File: config.mk
export PLATFORM = sky130hd
export DESIGN_NAME = ysyx_25020047_wbu_stage
export DESIGN_NICKNAME = d
export VERILOG_FILES = /design/src/rtl/ysyx_25020047_wbu_stage.sv
export SDC_FILE = /design/constraint.sdc
export NUM_CORES = 1
export LEC_CHECK = 0
export ABC_CLOCK_PERIOD_IN_PS = 2450
export CAP_MARGIN = 5
export CORE_ASPECT_RATIO = 0.8
export CORE_MARGIN = 8
export CORE_UTILIZATION = 43
export CTS_BUF_LIST = sky130_fd_sc_hd__clkbuf_4 sky130_fd_sc_hd__clkbuf_8 sky130_fd_sc_hd__clkbuf_16
export CTS_CLUSTER_SIZE = 12
export DETAILED_ROUTE_END_ITERATION = 16
export GPL_TIMING_DRIVEN = 1
export HOLD_SLACK_MARGIN = 0.02
export PLACE_DENSITY = 0.81
export SKIP_CTS_REPAIR_TIMING = 1
export SLEW_MARGIN = 30
export SYNTH_ARGS = -nofsm -noshare
export SYNTH_HDL_FRONTEND = slang
export SYNTH_SLANG_ARGS = --single-unit
File: constraint.sdc
create_clock -name clk -period 2.45 [get_ports clk]
set_clock_uncertainty 0.05 [all_clocks]
set_input_delay 0.49 -clock clk [delete_from_list [all_inputs] [get_ports clk]]
set_output_delay 0.49 -clock clk [all_outputs]
set_load 0.005 [all_outputs]
File: src/rtl/ysyx_25020047_wbu_stage.sv
// Writeback stage: captures a retiring instruction, waits for load data if needed,
// and holds the registered commit (rd/wdata/dnpc) until downstream accepts it.
module ysyx_25020047_wbu_stage #(
   parameter int unsigned XLEN  = 32,
   parameter int unsigned RD_W  = 5,
   parameter int unsigned CNT_W = 32
) (
   input  logic             clk,
   input  logic             rst_n,
   input  logic             in_valid,
   output logic             in_ready,
   input  logic [2:0]       in_wb_sel,
   input  logic [1:0]       in_pc_sel,
   input  logic [2:0]       in_ld_fmt,
   input  logic [RD_W-1:0]  in_rd,
   input  logic [XLEN-1:0]  in_result,
   input  logic [XLEN-1:0]  in_snpc,
   input  logic [XLEN-1:0]  in_csr_rdata,
   input  logic [XLEN-1:0]  in_mtvec,
   input  logic [1:0]       in_addr_lo,
   input  logic             mem_rvalid,
   input  logic [XLEN-1:0]  mem_rdata,
   output logic             out_valid,
   input  logic             out_ready,
   output logic             out_wen,
   output logic [RD_W-1:0]  out_rd,
   output logic [XLEN-1:0]  out_wdata,
   output logic [XLEN-1:0]  out_dnpc,
   output logic [CNT_W-1:0] commit_cnt
);

   typedef enum logic [1:0] {IDLE, WAIT_MEM, HOLD} state_t;

   state_t          state, state_nxt;
   logic            accept, commit, is_load;
   logic            wen_c;
   logic [XLEN-1:0] wdata_c, dnpc_c;
   logic [2:0]      ld_fmt_q;
   logic [1:0]      addr_lo_q;

   function automatic logic [XLEN-1:0] fmt_load(input logic [2:0] fmt,
                                                input logic [1:0] lo,
                                                input logic [XLEN-1:0] w);
      logic [7:0]  b;
      logic [15:0] h;
      b = w[{lo, 3'b000} +: 8];
      h = w[{lo[1], 4'b0000} +: 16];
      case (fmt)
         3'd0:    fmt_load = {{(XLEN-8){b[7]}}, b};
         3'd1:    fmt_load = {{(XLEN-16){h[15]}}, h};
         3'd4:    fmt_load = {{(XLEN-8){1'b0}}, b};
         3'd5:    fmt_load = {{(XLEN-16){1'b0}}, h};
         default: fmt_load = w;
      endcase
   endfunction

   assign in_ready  = (state == IDLE) || ((state == HOLD) && out_ready);
   assign accept    = in_valid && in_ready;
   assign commit    = (state == HOLD) && out_ready;
   assign out_valid = (state == HOLD);
   assign is_load   = (in_wb_sel == 3'd3);

   always_ff @(posedge clk or negedge rst_n) begin
      if (!rst_n) state <= IDLE;
      else        state <= state_nxt;
   end

   always_comb begin
      state_nxt = state;
      case (state)
         IDLE:     if (accept) state_nxt = is_load ? WAIT_MEM : HOLD;
         WAIT_MEM: if (mem_rvalid) state_nxt = HOLD;
         HOLD: begin
            if (out_ready) begin
               if (accept) state_nxt = is_load ? WAIT_MEM : HOLD;
               else        state_nxt = IDLE;
            end
         end
         default:  state_nxt = IDLE;
      endcase
   end

   // Load writeback data is filled in later from mem_rdata; everything else is known at accept.
   always_comb begin
      wen_c   = (in_wb_sel >= 3'd1) && (in_wb_sel <= 3'd4) && (in_rd != '0);
      wdata_c = '0;
      case (in_wb_sel)
         3'd1:    wdata_c = in_result;
         3'd2:    wdata_c = in_snpc;
         3'd4:    wdata_c = in_csr_rdata;
         default: wdata_c = '0;
      endcase
      dnpc_c = in_snpc;
      case (in_pc_sel)
         2'd1:    dnpc_c = in_result;
         2'd2:    dnpc_c = in_mtvec;
         default: dnpc_c = in_snpc;
      endcase
   end

   always_ff @(posedge clk or negedge rst_n) begin
      if (!rst_n) begin
         out_wen    <= 1'b0;
         out_rd     <= '0;
         out_wdata  <= '0;
         out_dnpc   <= '0;
         ld_fmt_q   <= '0;
         addr_lo_q  <= '0;
         commit_cnt <= '0;
      end else begin
         if (accept) begin
            out_wen   <= wen_c;
            out_rd    <= in_rd;
            out_wdata <= wdata_c;
            out_dnpc  <= dnpc_c;
            ld_fmt_q  <= in_ld_fmt;
            addr_lo_q <= in_addr_lo;
         end else if ((state == WAIT_MEM) && mem_rvalid) begin
            out_wdata <= fmt_load(ld_fmt_q, addr_lo_q, mem_rdata);
         end
         if (commit) commit_cnt <= commit_cnt + CNT_W'(1);
      end
   end

endmodule

==> impl_metrics.yaml <==
critical_path:
  crit_required_ns: 1.91
  critical_path.startpoint: "out_ready"
  cpMostUsedCell: "clkdlybuf4s50_1"
  cp_max_fo: 6
  cp-start-kind: "primary input"
  endpoint_kind: "primary output"
  crit_path_cell_trace: "clkdlybuf4s50_1, nor2b_2, nor2_1, clkdlybuf4s50_1"
  r2r_start: "addr_lo_q[1]"
  arrival_ns: 1.85
  cp_top_family: "buffers and inverters"
  max_stage_delay_ns: 0.63
  worst-path-buf-inv: 2
  cp_slowest_cell: "clkdlybuf4s50_1"
  critPathKind: "primary input to primary output"
die:
  die-height_um: 127
  ioPinCount: 284
  die_w_um: 154
  start_util_pct: 43.8
  rows: 40
  die_area_sq_um: 19500
  coreArea_sq_um: 15000
yosys:
  synth_top_cell_by_area: "dfrtp_1"
  synth_ff_type: "dfrtp_1"
  post-synth-top-count-cell: "dfrtp_1"
  synth_cell_types: 56
  synth_edf_count: 0
  syn-cell-area_sq_um: 6580
  yosysWarnings: 0
  seq_area_frac_synth_pct: 41.5
  ys_top_cells_by_count: "dfrtp_1 (109), nand2_1 (89), nor2_1 (72), a21oi_1 (47), a22oi_1 (40)"
  async_flop_share_pct: 100
  yosysTopAreaCellShare_pct: 41.5
  ys_seq_elements: 109
  synth_nets: 918
  synthCells: 735
  syn_avg_cell_area_sq_um: 8.95
  synthTopCellsByArea: "dfrtp_1 (41%), nand2_1 (5.1%), a22oi_1 (4.6%), nor2_1 (4.1%), xnor2_1 (3.7%)"
drt:
  antenna_left: 0
  drt_pass1_iterations: 5
  vias: 7123
  vias_per_cell: 5.89
  dr.first_iter.drc_count: 607
  drt-total-wl_um: 27300
  drc: 0
  wl_per_cell_um: 22.6
place:
  place.gp.congestion: 0.909
  placed_cell_area_sq_um: 9870
  preCtsSetupSlack_ns: -0.0872
  dp_cells: 1192
  port_buffers: 283
  dp_hpwl_um: 21800
timing:
  setup_ws_ns: 0.0601
  final_max_slew_viol_count: 0
  rsz0062_at_grt: "no"
  fin_tns_setup_ns: 0
  fin_crit_sh_pct: 97.5
  hold_ws_ns: 0.0642
  hold_violations: 0
  worst_slew_pin_slew_ns: 0.712
  layout_min_cycle_time_ns: 2.39
  fmax_ghz: 0.418
  relSlewSlack_pct: 52.4
  finalSetupViolCount: 0
power:
  irDropWorstVdd_uv: 413
  total_power_mw: 5.99
  p_per_area_nw_per_um2: 589
  leakage_nw: 4.02
finish:
  final_core_util_pct: 67.8
  drive_gt1_share_pct: 8.24
  final_nets: 1197
  syn_to_final_growth_pct: 54.6
  instances_no_fill: 1209
  fin_area_sq_um: 10200
global_route:
  track_usage_pct: 27.4
  grt_pass1_wl_um: 41500
  grt_max_degree: 56
  first_global_vias: 6956
  antenna_found_initial: 4
  grt_overflow: 0
cts:
  root_buffer: "clkbuf_16"
  clock_path_buffers: 2
  cts_tree: "done"
  clkTransAtPathRegs_ns: 0.08
  clkSinkCount: 109
  numCtsBuffers: 9
  insertion_delay_ns: 0.36
  htreeDepth: 3
run_status:
  status: "finished, final reports clean"
hold_path:
  hp-class: "primary input to asynchronous set/reset pin"
run:
  drv_cap: 0
-- layout by cell type (no fill, tap or decap), drive strengths merged, types with 24 or more instances in the layout --
cell / count
xnor2: 28
nand2: 89
nor2: 72
o211ai: 25
buf: 47
nor3b: 24
o21ai: 53
clkdlybuf4s50: 281
a21oi: 49
dfrtp: 109
a22oi: 40
-- sequential cells by signal, summed over array words and instances, names as in the netlist --
name,cells
state,2
out_rd,5
out_wdata,32
commit_cnt,32
ld_fmt_q,3
out_wen,1
addr_lo_q,2
out_dnpc,32
-- final timing paths --
| check | endpoint | slack [ns] | depth (start not counted) |
|---|---|---|---|
| hold / removal | commit_cnt[18] | 0.06 | 1 |
| min in group clk | commit_cnt[31] | 0.43 | 1 |
| setup / recovery | in_ready | 0.06 | 4 |
| hold reg to reg | commit_cnt[31] | 0.43 | 1 |
| max in group asynchronous | out_wdata[4] | 1.67 | 2 |
| setup reg to reg | out_wdata[8] | 0.51 | 4 |
-- where the power goes --
group | leakage [nW] | internal [mW] | switching (mW)
combinational | 2.49 | 1.19 | 0.942
clock | 0.145 | 0.727 | 0.764
sequential | 1.39 | 2.10 | 0.276
-- layout make-up --
| type | instances | area [sq um] |
|---|---|---|
| clock buffer | 9 | 225 |
| inverter | 9 | 33.8 |
| tap | 189 | 236 |
| sequential | 109 | 2730 |
| multi-input combinational | 557 | 3580 |
| antenna | 1 | 2.50 |
| clock inverter | 7 | 75.1 |
| fill | 1209 | 4840 |
| timing repair buffer | 328 | 3290 |
-- cell families after synthesis --
kind of cell	count (synthesis)	share of synthesized area, %
and+or+nand+nor	269	21.8
AOI/OAI and AO/OA	248	26.2
DFF	109	41.5
buffers and inverters	69	4.43
xor gates and xnor gates	33	4.39
muxes	4	1.18
adders and majority gates	3	0.571
-- metal layers --
metal  vias up  global-route usage, %  part of all wire (%)
li1       3304                      -                     -
met5         -                      0                  0.15
met4         6                   7.48                   2.0
met2       398                   41.0                    44
met1      3373                   36.5                    42
met3        42                   10.4                    12
No activity file was read; power rests on OpenSTA's default activity.
